--- config.mk ---
export PLATFORM = sky130hd
export DESIGN_NAME = spi_slave_resp
export DESIGN_NICKNAME = d
export VERILOG_FILES = /design/src/rtl/spi_slave_resp.sv
export SDC_FILE = /design/constraint.sdc
export NUM_CORES = 1
export LEC_CHECK = 0
export BUFFER_PORTS_ARGS = -buffer_cell sky130_fd_sc_hd__buf_2
export CAP_MARGIN = 20
export CORE_MARGIN = 1.5
export CORE_UTILIZATION = 56
export CTS_CLUSTER_DIAMETER = 50
export DETAILED_ROUTE_END_ITERATION = 8
export PLACE_DENSITY_LB_ADDON = 0.2
export REMOVE_ABC_BUFFERS = 1
export SYNTH_ARGS = -nofsm -noshare
export SYNTH_HDL_FRONTEND = slang
export SYNTH_SLANG_ARGS = --single-unit
--- constraint.sdc ---
create_clock -name clk_clk -period 2 [get_ports clk_clk]
set_clock_uncertainty 0.1 [all_clocks]
set_input_delay 0.1 -clock clk_clk [delete_from_list [all_inputs] [get_ports clk_clk]]
set_output_delay 0.1 -clock clk_clk [all_outputs]
set_load 0.05 [all_outputs]
--- src/rtl/spi_slave_resp.sv ---
// SPI mode-0 responder: oversamples SCLK/MOSI/SS_n in clk_clk, deserialises MOSI, serialises a 1-deep tx buffer on MISO.
// Latency: pin edge to action 3 clk_clk cycles; rx_valid one cycle after the detected last SCLK rise.
// Backpressure: tx side valid/ready into a single-word buffer; rx side has none (rx_data is simply overwritten).
//
// Ports:
//   clk_clk, reset_reset_n      : system clock, synchronous active-low reset
//   spi_SCLK, spi_MOSI, spi_SS_n: SPI pins from the master (asynchronous)
//   spi_MISO, miso_oe           : serial data to the master and its pad output enable
//   tx_data/tx_valid/tx_ready   : word offered for transmission into the one-deep buffer
//   rx_data/rx_valid            : last complete received word, pulse on update
//   underrun                    : pulse when a word start found the tx buffer empty
//   busy                        : responder is selected (synchronised SS_n low)
module spi_slave_resp #(
  parameter int unsigned       DATA_W     = 8,
  parameter logic [DATA_W-1:0] TX_DEFAULT = '0
) (
  input  logic              clk_clk,
  input  logic              reset_reset_n,
  input  logic              spi_SCLK,
  input  logic              spi_MOSI,
  input  logic              spi_SS_n,
  output logic              spi_MISO,
  output logic              miso_oe,
  input  logic [DATA_W-1:0] tx_data,
  input  logic              tx_valid,
  output logic              tx_ready,
  output logic [DATA_W-1:0] rx_data,
  output logic              rx_valid,
  output logic              underrun,
  output logic              busy
);

  localparam int unsigned     CW       = $clog2(DATA_W + 1);
  localparam logic [CW-1:0]   LAST_BIT = CW'(DATA_W - 1);

  typedef enum logic {IDLE, ACTIVE} state_e;

  // Pin synchronisers; stage 3 of SCLK/SS_n is the "previous" value for edge detection.
  logic sclk_s1_q, sclk_s2_q, sclk_s3_q;
  logic ss_s1_q, ss_s2_q, ss_s3_q;
  logic mosi_s1_q, mosi_s2_q;

  state_e              state_q, state_d;
  logic [CW-1:0]       cnt_q, cnt_d;
  logic                reload_q, reload_d;
  // Only the low DATA_W-1 bits need storing: the newest bit comes straight from the synchroniser.
  logic [DATA_W-2:0]   rx_sh_q, rx_sh_d;
  logic [DATA_W-1:0]   rx_data_q, rx_data_d;
  logic                rx_valid_q, rx_valid_d;
  // Bits still to be sent; the current bit already sits in miso_q.
  logic [DATA_W-2:0]   tx_sh_q, tx_sh_d;
  logic                miso_q, miso_d;
  logic [DATA_W-1:0]   buf_q, buf_d;
  logic                full_q, full_d;
  logic                underrun_q, underrun_d;

  logic                sclk_rise, sclk_fall, ss_fall, ss_rise;
  logic                load;
  logic [DATA_W-1:0]   load_word;

  assign sclk_rise = sclk_s2_q & ~sclk_s3_q;
  assign sclk_fall = ~sclk_s2_q & sclk_s3_q;
  assign ss_fall   = ~ss_s2_q & ss_s3_q;
  assign ss_rise   = ss_s2_q & ~ss_s3_q;

  always_comb begin
    state_d    = state_q;
    cnt_d      = cnt_q;
    reload_d   = reload_q;
    rx_sh_d    = rx_sh_q;
    rx_data_d  = rx_data_q;
    rx_valid_d = 1'b0;
    tx_sh_d    = tx_sh_q;
    miso_d     = miso_q;
    buf_d      = buf_q;
    full_d     = full_q;
    underrun_d = 1'b0;
    load       = 1'b0;
    load_word  = TX_DEFAULT;

    case (state_q)
      IDLE: begin
        cnt_d    = '0;
        reload_d = 1'b0;
        if (ss_fall) begin
          load    = 1'b1;
          state_d = ACTIVE;
        end
      end
      ACTIVE: begin
        if (ss_rise) begin
          // Partial word dropped; the next select starts aligned at the MSB.
          state_d  = IDLE;
          cnt_d    = '0;
          reload_d = 1'b0;
        end else if (sclk_rise) begin
          rx_sh_d = {rx_sh_q[DATA_W-3:0], mosi_s2_q};
          if (cnt_q == LAST_BIT) begin
            rx_data_d  = {rx_sh_q, mosi_s2_q};
            rx_valid_d = 1'b1;
            cnt_d      = '0;
            reload_d   = 1'b1;
          end else begin
            cnt_d = cnt_q + CW'(1);
          end
        end else if (sclk_fall) begin
          if (reload_q) begin
            // Falling edge after a word's last sample: next word's MSB goes out now.
            load     = 1'b1;
            reload_d = 1'b0;
          end else begin
            miso_d  = tx_sh_q[DATA_W-2];
            tx_sh_d = {tx_sh_q[DATA_W-3:0], 1'b0};
          end
        end
      end
      default: state_d = IDLE;
    endcase

    // A load evaluates the buffer before this cycle's write, so a same-cycle offer misses it.
    if (load) begin
      if (full_q) begin
        load_word = buf_q;
        full_d    = 1'b0;
      end else begin
        load_word  = TX_DEFAULT;
        underrun_d = 1'b1;
      end
      miso_d  = load_word[DATA_W-1];
      tx_sh_d = load_word[DATA_W-2:0];
    end

    if (tx_valid && !full_q) begin
      buf_d  = tx_data;
      full_d = 1'b1;
    end
  end

  always_ff @(posedge clk_clk) begin
    if (!reset_reset_n) begin
      sclk_s1_q  <= 1'b0;
      sclk_s2_q  <= 1'b0;
      sclk_s3_q  <= 1'b0;
      ss_s1_q    <= 1'b1;
      ss_s2_q    <= 1'b1;
      ss_s3_q    <= 1'b1;
      mosi_s1_q  <= 1'b0;
      mosi_s2_q  <= 1'b0;
      state_q    <= IDLE;
      cnt_q      <= '0;
      reload_q   <= 1'b0;
      rx_sh_q    <= '0;
      rx_data_q  <= '0;
      rx_valid_q <= 1'b0;
      tx_sh_q    <= '0;
      miso_q     <= 1'b0;
      buf_q      <= '0;
      full_q     <= 1'b0;
      underrun_q <= 1'b0;
    end else begin
      sclk_s1_q  <= spi_SCLK;
      sclk_s2_q  <= sclk_s1_q;
      sclk_s3_q  <= sclk_s2_q;
      ss_s1_q    <= spi_SS_n;
      ss_s2_q    <= ss_s1_q;
      ss_s3_q    <= ss_s2_q;
      mosi_s1_q  <= spi_MOSI;
      mosi_s2_q  <= mosi_s1_q;
      state_q    <= state_d;
      cnt_q      <= cnt_d;
      reload_q   <= reload_d;
      rx_sh_q    <= rx_sh_d;
      rx_data_q  <= rx_data_d;
      rx_valid_q <= rx_valid_d;
      tx_sh_q    <= tx_sh_d;
      miso_q     <= miso_d;
      buf_q      <= buf_d;
      full_q     <= full_d;
      underrun_q <= underrun_d;
    end
  end

  assign spi_MISO = miso_q;
  assign miso_oe  = (state_q == ACTIVE);
  assign busy     = (state_q == ACTIVE);
  assign tx_ready = ~full_q;
  assign rx_data  = rx_data_q;
  assign rx_valid = rx_valid_q;
  assign underrun = underrun_q;

endmodule

==> results of run 1 <==
==> placed cells by master, fill, tap and decap left out, types with 2 or more instances in the layout <==
cell type,netlist,layout
sky130_fd_sc_hd__nand2b_1,7,7
sky130_fd_sc_hd__o21ai_0,2,2
sky130_fd_sc_hd__a221oi_2,7,7
sky130_fd_sc_hd__mux2i_1,8,8
sky130_fd_sc_hd__nand2_1,45,45
sky130_fd_sc_hd__buf_2,5,27
sky130_fd_sc_hd__nand3_1,2,2
sky130_fd_sc_hd__clkinv_2,0,2
sky130_fd_sc_hd__a41o_1,8,8
sky130_fd_sc_hd__buf_4,1,8
sky130_fd_sc_hd__o31ai_1,7,7
sky130_fd_sc_hd__and2_1,7,7
sky130_fd_sc_hd__a21oi_1,20,20
sky130_fd_sc_hd__dlygate4sd3_1,0,11
sky130_fd_sc_hd__dfxtp_1,48,48
sky130_fd_sc_hd__and2b_1,2,2
sky130_fd_sc_hd__clkbuf_8,0,6
sky130_fd_sc_hd__nor2_1,9,9
sky130_fd_sc_hd__nand4_1,7,7
sky130_fd_sc_hd__inv_1,10,10
==> metrics by stage <==
stage	setup TNS [ps]	total power [mW]	hold slack, ps	worst slack [ps]
final	0	1.77	140	448
after global routing	0	1.84	171	301
after CTS	0	1.78	144	442
after detailed placement	0	1.19	189	455
after global placement	0	1.19	186	472
after floorplan	-6090	1.13	73.0	-349
==> per-layer routing <==
metal | global-route usage | routed length [um]
met4 | 0.0815 | 53
met5 | 0 | 0
met3 | 0.0429 | 157
met2 | 0.379 | 1930
met1 | 0.244 | 1770
==> report_power, final <==
group          internal (mW)  switching, mW
Sequential             0.984         0.0213
Clock                  0.276          0.306
Combinational         0.0733          0.108
Total                   1.33          0.435
==> kinds of logic after synthesis <==
family | count (synthesis) | synth area share
fa+ha+maj | 1 | 0.00607
mux | 8 | 0.0389
flops | 48 | 0.467
simple gates | 89 | 0.217
xor+xnor | 1 | 0.00425
buf+inv | 31 | 0.0759
compound gates | 48 | 0.191
==> critical path: cells and delay by family, from the launching register on <==
kind,cells,cell delay (ps)
AO/OA/AOI/OAI,2,730
flip-flops,1,400
AND/OR/NAND/NOR,1,240
==> sequential cells by signal, indices dropped and copies added (netlist names), 4 cells and up <==
name	cells
cnt_q	4
rx_data	8
tx_sh_q	7
rx_sh_q	7
buf_q	8
==> layout make-up <==
class / instances / share of cell area
flip-flops and latches: 48 / 0.400
multi-input cells: 147 / 0.393
repair buffers: 46 / 0.127
clock buffers: 6 / 0.0344
well taps: 46 / 0.0240
inverters: 11 / 0.0172
clock inverters: 2 / 0.00417
==> final timing paths <==
| path | to | slack, ps | cells after the start |
|---|---|---|---|
| worst max-delay path | tx_sh_q[3] | 450 | 3 |
| worst min-delay path | ss_s1_q | 140 | 3 |
| worst max register to register | tx_sh_q[3] | 450 | 3 |
| worst min register to register | ss_s2_q | 310 | 1 |
==> reports/qor_table.md, run 1 <==
| Parameter | This run |
| --- | --- |
| Placement row count | 21 |
| Cell taking the most area after synthesis | sky130_fd_sc_hd__dfxtp_1 |
| Number of DRC markers in iteration 0 | 70 |
| Critical-path maximum fanout | 9 |
| Number of I/O pins | 28 |
| Root buffer selected by CTS | sky130_fd_sc_hd__clkbuf_8 |
| Kind of launch point of the worst setup path | flop |
| Run status | finished clean |
| Layout cell share with drive strength beyond 1 | 0.212 |
| Via count normalized by instance count | 5.43 |
| Post-place instance area | 2200 um2 |
| Worst Max-Slew Pin Slew | 516 ps |
| Number of optimization iterations in the first detailed-route pass | 4 |
| Finished Layout Cells | 306 |
| Clock transition at the registers of the reported paths | 80 ps |
| Cell area after layout | 2400 um2 |
| Library cell with the highest instance count after synthesis | sky130_fd_sc_hd__dfxtp_1 |
| Height of the chip | 63.6 um |
| Clock latency on the worst-skew pair | 300 ps |
| Number of buffers inserted by post-CTS setup repair | 0 |
| Quantity of I/O buffers inserted on ports | 27 |
| Inserted Clock Buffers | 5 |
| Predominant post-synthesis flop cell | sky130_fd_sc_hd__dfxtp_1 |
| Post-route antenna net violation count | 0 |
| Total number of nets in the final design | 274 |
| Number of antenna violations at the first check in global routing | 0 |
| Kind of critical path | reg2reg |
| Final Cycle Share | 0.776 |
| DPL Wire Length | 2540 um |
| Number of unique standard cell types used by synthesis | 37 |
| Final max-slew violation count | 0 |
| Total of flip-flops plus latches after synthesis | 48 |
| Total Die Area | 4050 um2 |
| Per-instance average area after synthesis | 9.11 um2 |
| Placed cells | 287 |
| Power density normalized to cell area | 737 nW/um2 |
| Yosys top cell area share | 0.467 |
| Worst slew margin relative to its limit | 0.656 |
| Detail-routed net length per standard cell | 12.8 um |
| TritonCTS Sinks | 48 |
| Yosys Warn Count | 0 |
| H-tree lvl count | 2 |
| Maximum frequency from static timing analysis | 644 MHz |
| Start point of the worst hold path | reset_reset_n |
| First-pass GRT wire length | 6800 um |
| Number of enable flip-flop cells after synthesis | 0 |
| Critical Path End Type | flop |
| Seq/Total Area, Yosys | 0.467 |
| Overflow left after global routing | 0 |
| Share of async-settable or async-resettable flops after synthesis | 0 |
| Total standard cell area after synthesis | 2060 um2 |
| Setup violators final | 0 |
| Lkg Pwr | 0.929 nW |
| Residual DRC count | 0 |
| Worst setup path start | ss_s2_q |
| Worst reg2reg path startpoint | ss_s2_q |
| Most instantiated cells after synthesis | 48 x sky130_fd_sc_hd__dfxtp_1, 45 x sky130_fd_sc_hd__nand2_1, 20 x sky130_fd_sc_hd__a21oi_1, 10 x sky130_fd_sc_hd__inv_1 |
| Slowest cell on the critical path | sky130_fd_sc_hd__a41o_1 |
| Setup repair after global routing missed its margin | false |
| Area of all sequential standard cells | 961 um2 |
| Clock period minus final worst setup slack | 1550 ps |
| Via count of the first global-routing pass | 1577 |
| Number of antenna diodes | 0 |
| Global routing usage summed across all routing layers | 0.211 |
| Number of standard cells after synthesis | 226 |
| Final Hold Violating Endpoints | 0 |
| RePlAce Congestion | 0.752 |
| Initial Util | 0.598 |
| Area of the multi-input gates | 942 um2 |
| Maximum ir drop on the vdd rail | 0.000489 V |
| Fillcell total | 289 |
| Die Width | 63.6 um |
| Synth top area cells | sky130_fd_sc_hd__dfxtp_1 47%, sky130_fd_sc_hd__nand2_1 8.2%, sky130_fd_sc_hd__a221oi_2 5.1% |
| Final Routed Wirelength | 3910 um |
| Deepest clock path buffer count | 2 |
| Post-cts repair resize count | 0 |
| Core box area | 3440 um2 |
| Overall via count from detail_route | 1663 |
| Core occupancy in the finished layout | 0.697 |
| Worst path cell trace | nand2b_1 > a41o_1 > a221oi_2 |
| Critical Path RT | 2120 ps |
| Maximum number of pins on one net before global-route repair | 31 |
| Number of maximum-capacitance constraint violations | 0 |
| Clock tree from TritonCTS | yes |
| CP Data Arrival Time | 1670 ps |
| Area Overhead vs Synth | 16.5% |
| Hold buffer count at CTS | 11 |
| Highest cell delay on the worst timing path | 460 ps |
| Path class of the lowest-slack min-delay path | in2reg |
Power figures use the tool's default switching activity.
==> run 2: changes to the inputs <==
Settings changed: ABC_AREA from default to 1, CORE_UTILIZATION 56 to 50.
Clock period 2 ns to 1.4 ns, I/O delays scaled along.
==> run 2 against run 1 <==
  * First-iteration DRC count rose by 23%
  * Fmax grew 15%
  * Sequential share of layout area fell by 0.58 points
  * Design area rose by 2.1%
  * Die area is 3.5% higher
  * Non-clock buffer count up 3
  * Wire length down 3.0%
  * Critical endpoint is now rx_data[2]
  * Largest power group unchanged
  * Highest routed layer unchanged
==> reports/qor_table.md, run 2 <==
| Parameter | This run |
| --- | --- |
| Die Width | 64.8 um |
| Share of async-settable or async-resettable flops after synthesis | 0 |
| Core occupancy in the finished layout | 0.670 |
| Lkg Pwr | 1.18 nW |
| Core box area | 3660 um2 |
| Inserted Clock Buffers | 5 |
| TritonCTS Sinks | 48 |
| Worst Max-Slew Pin Slew | 271 ps |
| Global routing usage summed across all routing layers | 0.202 |
| Residual DRC count | 0 |
| Synth top area cells | sky130_fd_sc_hd__dfxtp_1 50%, sky130_fd_sc_hd__nand2_1 9.3%, sky130_fd_sc_hd__inv_1 7.5% |
| Library cell with the highest instance count after synthesis | sky130_fd_sc_hd__dfxtp_1 |
| Number of DRC markers in iteration 0 | 86 |
| Reg2Reg Depth | 7 |
| Total power after layout | 2.62 mW |
| Initial Util | 0.521 |
| CP Data Arrival Time | 1480 ps |
| Clock period minus final worst setup slack | 1350 ps |
| Seq/Total Area, Yosys | 0.504 |
| Maximum ir drop on the vdd rail | 0.000741 V |
| Root buffer selected by CTS | sky130_fd_sc_hd__clkbuf_8 |
| Overall via count from detail_route | 1652 |
| Placement row count | 22 |
| Final max-slew violation count | 0 |
| Number of enable flip-flop cells after synthesis | 0 |
| Setup violators final | 0 |
| Fillcell total | 318 |
| Clock latency on the worst-skew pair | 300 ps |
| Detail-routed net length per standard cell | 10.7 um |
| Worst path cell trace | ha_4 > nand2_4 > nor2_4 > nand2_2 > nor2_4 > nand2_4 > o21ai_0 |
| Commonest cells after routing, fill and taps aside | 44 x sky130_fd_sc_hd__nand2_1, 43 x sky130_fd_sc_hd__dfxtp_1, 37 x sky130_fd_sc_hd__inv_1, 27 x sky130_fd_sc_hd__nor2_1, 27 x sky130_fd_sc_hd__buf_2 |
| Number of unique standard cell types used by synthesis | 23 |
| CP Buf/Inv Count | 0 |
| Final Cycle Share | 0.962 |
| Worst slew margin relative to its limit | 0.819 |
| Via count normalized by instance count | 4.68 |
| Setup repair after global routing missed its margin | true |
| Via count of the first global-routing pass | 1534 |
| Final Hold Violating Endpoints | 0 |
| Cell family contributing the most delay on the critical path | simple AND/OR/NAND/NOR gates |
| Post-route antenna net violation count | 0 |
| Deepest clock path buffer count | 2 |
| Total of flip-flops plus latches after synthesis | 48 |
| Number of standard cells after synthesis | 254 |
| Total standard cell area after synthesis | 1910 um2 |
| Per-instance average area after synthesis | 7.51 um2 |
| Number of I/O pins | 28 |
| Layout cell share with drive strength beyond 1 | 0.249 |
| Critical-path maximum fanout | 4 |
| Number of maximum-capacitance constraint violations | 0 |
| Height of the chip | 64.8 um |
| Power density normalized to cell area | 1070 nW/um2 |
| Most common cell after layout, fill and taps aside | sky130_fd_sc_hd__nand2_1 |
| Worst hold path cell count | 3 |
| H-tree lvl count | 2 |
| Clock tree from TritonCTS | yes |
| Number of optimization iterations in the first detailed-route pass | 4 |
| Critical Path RT | 1540 ps |
| Maximum number of pins on one net before global-route repair | 28 |
| Cell taking the most area after synthesis | sky130_fd_sc_hd__dfxtp_1 |
| Slowest cell on the critical path | sky130_fd_sc_hd__dfxtp_2 |
| Worst slack on hold paths | 127 ps |
| RePlAce Congestion | 0.764 |
| Number of antenna diodes | 0 |
| Most instantiated cells after synthesis | 48 x sky130_fd_sc_hd__dfxtp_1, 47 x sky130_fd_sc_hd__nand2_1, 38 x sky130_fd_sc_hd__inv_1, 27 x sky130_fd_sc_hd__nor2_1, 22 x sky130_fd_sc_hd__nand3_1 |
| Total Die Area | 4190 um2 |
| Number of antenna violations at the first check in global routing | 0 |
| Kind of critical path | reg2reg |
| Critical Path End Type | flop |
| DPL Wire Length | 2430 um |
| Overflow left after global routing | 0 |
| Yosys top cell area share | 0.504 |
| Total number of nets in the final design | 319 |
| Highest cell delay on the worst timing path | 360 ps |
| Kind of launch point of the worst setup path | flop |
| Quantity of I/O buffers inserted on ports | 27 |
| Maximum frequency from static timing analysis | 742 MHz |
| Run status | finished clean |
| Predominant post-synthesis flop cell | sky130_fd_sc_hd__dfxtp_1 |
| Final Routed Wirelength | 3790 um |
| Clock transition at the registers of the reported paths | 90 ps |
| Path class of the lowest-slack min-delay path | in2reg |
| Area Overhead vs Synth | 28.5% |
| First-pass GRT wire length | 6530 um |
| Worst path depth | 7 |
| Yosys Warn Count | 0 |
## run 2: kinds of logic (layout without fill, tap and decap cells)
family	after synthesis	after routing	synth area share
AOI/OAI and AO/OA	44	44	0.119
xor gates and xnor gates	1	1	0.00459
DFF	48	48	0.504
and+or+nand+nor	113	113	0.271
buffers and inverters	47	98	0.0951
adders and majority gates	1	1	0.00656
## run 2: per-stage QoR
| stage | setup slack, ps | instances | cell area [um2] | setup TNS, ps |
|---|---|---|---|---|
| final | 52.9 | 353 | 2450 | 0 |
| after global routing | -35.1 | 353 | 2450 | -249 |
| after CTS | -6.26 | 349 | 2340 | -6.26 |
| after detailed placement | 15.6 | 329 | 2120 | 0 |
| after global placement | 47.3 | 329 | 2120 | 0 |
| after floorplan | -579 | 248 | 1880 | -15160 |
## run 2: final cells by class
type | instances | area, um2 | area share
Timing Repair Buffer | 49 | 334 | 0.136
Sequential cell | 48 | 967 | 0.395
Clock buffer | 6 | 82.6 | 0.0337
Multi-Input combinational cell | 159 | 831 | 0.339
Clock inverter | 2 | 15.0 | 0.00613
Inverter | 41 | 161 | 0.0659
Tap cell | 48 | 60.1 | 0.0245
## run 2: per-layer routing
layer	track usage	vias up	routed length [um]
li1	-	895	-
met1	0.254	724	1830
met2	0.331	25	1760
met3	0.0417	8	116
met4	0.0957	0	77
met5	0	-	0
## run 2: worst register-to-register path: stages, from the launching register on
cell	delay [ps]
sky130_fd_sc_hd__dfxtp_2	360
sky130_fd_sc_hd__ha_4	150
sky130_fd_sc_hd__nand2_4	60
sky130_fd_sc_hd__nor2_4	150
sky130_fd_sc_hd__nand2_2	80
sky130_fd_sc_hd__nor2_4	160
sky130_fd_sc_hd__nand2_4	80
sky130_fd_sc_hd__o21ai_0	140
## run 2: worst paths after layout
| check | startpoint | to | slack [ps] |
|---|---|---|---|
| setup reg to reg | cnt_q[1] | rx_data[2] | 50 |
| setup / recovery | cnt_q[1] | rx_data[2] | 50 |
| hold reg to reg | sclk_s1_q | sclk_s2_q | 310 |
| hold / removal | tx_valid | full_q | 130 |
## run 2: what timing repair did
action	CTS	global route
hold endpoints to repair	14	0
setup buffers	0	4
resized for setup	0	24
endpoints found under the setup margin	1	21
hold buffers	12	0
pin swaps	0	7
## run 2: report_power, final
group,switching (mW),internal (mW)
Clock,0.455,0.400
Combinational,0.189,0.120
Sequential,0.0319,1.42
==> run 3: changes to the inputs <==
Settings changed: ABC_AREA 1 to default, CORE_UTILIZATION 50 to 51.
==> run 3 against run 2 <==
  * The flow now finishes with violations (setup timing)
  * Combinational power is essentially flat
  * Fmax shrank 4.3%
  * First-iteration DRC count grew 49%
  * Sequential cell count is the same
  * Utilization grew 3.0 points
  * Critical endpoint is now cnt_q[3]
  * Largest power group unchanged
==> reports/qor_table.md, run 3 (synthesized netlist as in run 1, its figures left out) <==
| Parameter | This run |
| --- | --- |
| Run status | finished with violations |
| Violations in the final reports | setup timing |
| Maximum frequency from static timing analysis | 711 MHz |
| CP Data Arrival Time | 1540 ps |
| Post-route antenna net violation count | 0 |
| Total number of nets in the final design | 290 |
| Height of the chip | 66.5 um |
| Number of I/O pins | 28 |
| Clock transition at the registers of the reported paths | 90 ps |
| Clock latency on the worst-skew pair | 300 ps |
| Global routing usage summed across all routing layers | 0.217 |
| Worst path setup slack after routing | -7.41 ps |
| Overall via count from detail_route | 1758 |
| Overflow left after global routing | 0 |
| Number of DRC markers in iteration 0 | 128 |
| Kind of launch point of the worst setup path | flop |
| Deepest clock path buffer count | 2 |
| Quantity of I/O buffers inserted on ports | 27 |
| Clock period minus final worst setup slack | 1410 ps |
| Critical Path RT | 1540 ps |
| Core box area | 3770 um2 |
| Critical Path End Type | flop |
| Total Die Area | 4430 um2 |
| Worst slack on hold paths | 104 ps |
| Via count of the first global-routing pass | 1632 |
| Number of antenna violations at the first check in global routing | 0 |
| DPL Wire Length | 2820 um |
| Path class of the lowest-slack min-delay path | in2reg |
| Final Cycle Share | 1.01 |
| Initial Util | 0.546 |
| Worst hold path cell count | 3 |
| Most common cell after layout, fill and taps aside | sky130_fd_sc_hd__nand2_1 |
| Area Overhead vs Synth | 28.0% |
| Detail-routed net length per standard cell | 13.7 um |
| Residual DRC count | 0 |
| Destination of the worst register-to-register timing path | cnt_q[3] |
| Final Hold Violating Endpoints | 0 |
| Setup violators final | 1 |
| Placement row count | 22 |
| Final Routed Wirelength | 4440 um |
| Post-place instance area | 2300 um2 |
| Final max-slew violation count | 0 |
| Critical-path maximum fanout | 5 |
| Via count normalized by instance count | 5.43 |
| Die Width | 66.5 um |
| Commonest cells after routing, fill and taps aside | 45 x sky130_fd_sc_hd__nand2_1, 42 x sky130_fd_sc_hd__dfxtp_1, 27 x sky130_fd_sc_hd__buf_2, 21 x sky130_fd_sc_hd__buf_4, 20 x sky130_fd_sc_hd__a21oi_1 |
| RePlAce Congestion | 0.767 |
| Lkg Pwr | 1.02 nW |
| Register-to-register setup slack | -7 ps |
| Worst Max-Slew Pin Slew | 573 ps |
| Start point of the worst hold path | reset_reset_n |
| First-pass GRT wire length | 7320 um |
| Core occupancy in the finished layout | 0.699 |
| Fillcell total | 301 |
| Maximum number of pins on one net before global-route repair | 31 |
| Kind of critical path | reg2reg |
| Setup repair after global routing missed its margin | true |
| TritonCTS Sinks | 48 |
| Maximum ir drop on the vdd rail | 0.000875 V |
| Layout cell share with drive strength beyond 1 | 0.319 |
| Worst reg2reg path startpoint | cnt_q[0] |
| Cell area after layout | 2640 um2 |
| Accumulated negative setup slack | -7.41 ps |
| Clock tree from TritonCTS | yes |
| H-tree lvl count | 2 |
| Worst slew margin relative to its limit | 0.618 |
| Power density normalized to cell area | 1040 nW/um2 |
| Reg2Reg Depth | 4 |
| Number of maximum-capacitance constraint violations | 0 |
| Inserted Clock Buffers | 5 |
| Number of optimization iterations in the first detailed-route pass | 4 |
| Number of antenna diodes | 0 |
| Root buffer selected by CTS | sky130_fd_sc_hd__clkbuf_8 |
| Worst Hold End | ss_s2_q |
[run 3: cell types whose count changed in the layout (fill, tap and decap cells not counted), moves of 6 or more]
| cell | delta |
|---|---|
| sky130_fd_sc_hd__a221oi_2 | +7 |
| sky130_fd_sc_hd__a41o_1 | +7 |
| sky130_fd_sc_hd__and2_1 | +7 |
| sky130_fd_sc_hd__buf_4 | +12 |
| sky130_fd_sc_hd__inv_1 | -27 |
| sky130_fd_sc_hd__mux2i_1 | +8 |
| sky130_fd_sc_hd__nand2b_1 | +6 |
| sky130_fd_sc_hd__nand3_1 | -19 |
| sky130_fd_sc_hd__nand4_1 | +6 |
| sky130_fd_sc_hd__nor2_1 | -18 |
| sky130_fd_sc_hd__o21ai_0 | -17 |
[run 3: how the worst max path moves through the flow]
| stage | depth (start not counted) | to | slack (ps) | start |
|---|---|---|---|---|
| 2_1_floorplan | 3 | tx_sh_q[0] | -950 | busy |
| 3_3_place_gp | 4 | cnt_q[3] | -50 | cnt_q[0] |
| 3_5_place_dp | 4 | cnt_q[3] | -90 | cnt_q[0] |
| 4_1_cts | 4 | cnt_q[3] | -40 | cnt_q[1] |
| 5_1_grt | 4 | rx_data[4] | -70 | cnt_q[0] |
| 6_report | 4 | cnt_q[3] | -7 | cnt_q[0] |
[run 3: area by class of cell]
class / count / area (um2) / share of cell area
Multi-Input combinational cell: 148 / 1020 / 0.387
Inverter: 11 / 41.3 / 0.0157
Clock buffer: 5 / 68.8 / 0.0261
Clock inverter: 3 / 42.5 / 0.0161
Tap cell: 48 / 60.1 / 0.0228
Sequential cell: 48 / 968 / 0.367
Timing Repair Buffer: 61 / 434 / 0.165
[run 3: routing by layer]
| metal | vias up | routed length [um] | GRT usage |
|---|---|---|---|
| li1 | 882 | - | - |
| met1 | 835 | 2070 | 0.279 |
| met3 | 8 | 135 | 0.0473 |
| met5 | - | 0 | 0 |
| met4 | 0 | 80 | 0.102 |
| met2 | 33 | 2160 | 0.345 |
[run 3: repair_timing]
item                                    4_1_cts  5_1_grt
pin swaps                                     5        5
gates cloned                                  1        0
setup buffers                                 0        3
endpoints found under the setup margin       21       28
resized for setup                             5       17
hold endpoints to repair                     11        0
hold buffers                                 11        0
[run 3: metrics by stage]
step / cells / total power [mW] / setup slack (ps)
2_1_floorplan: 206 / 1.62 / -949
3_3_place_gp: 301 / 1.72 / -55.0
3_5_place_dp: 301 / 1.73 / -87.2
4_1_cts: 321 / 2.73 / -38.5
5_1_grt: 324 / 2.85 / -66.6
6_report: 324 / 2.73 / -7.41
[run 3: critical path: stages (launching register included)]
cell                      delay, ps
sky130_fd_sc_hd__dfxtp_2        340
sky130_fd_sc_hd__ha_4           150
sky130_fd_sc_hd__and3b_2        220
sky130_fd_sc_hd__or4_1          400
sky130_fd_sc_hd__a21oi_1        120
[run 3: where the power goes]
| part | total (mW) | switching [mW] | leakage (nW) | internal [mW] |
|---|---|---|---|---|
| registers | 1.43 | 0.0250 | 0.392 | 1.41 |
| logic | 0.307 | 0.177 | 0.571 | 0.130 |
| clock network | 0.992 | 0.463 | 0.0541 | 0.529 |
| total | 2.73 | 0.665 | 1.02 | 2.07 |
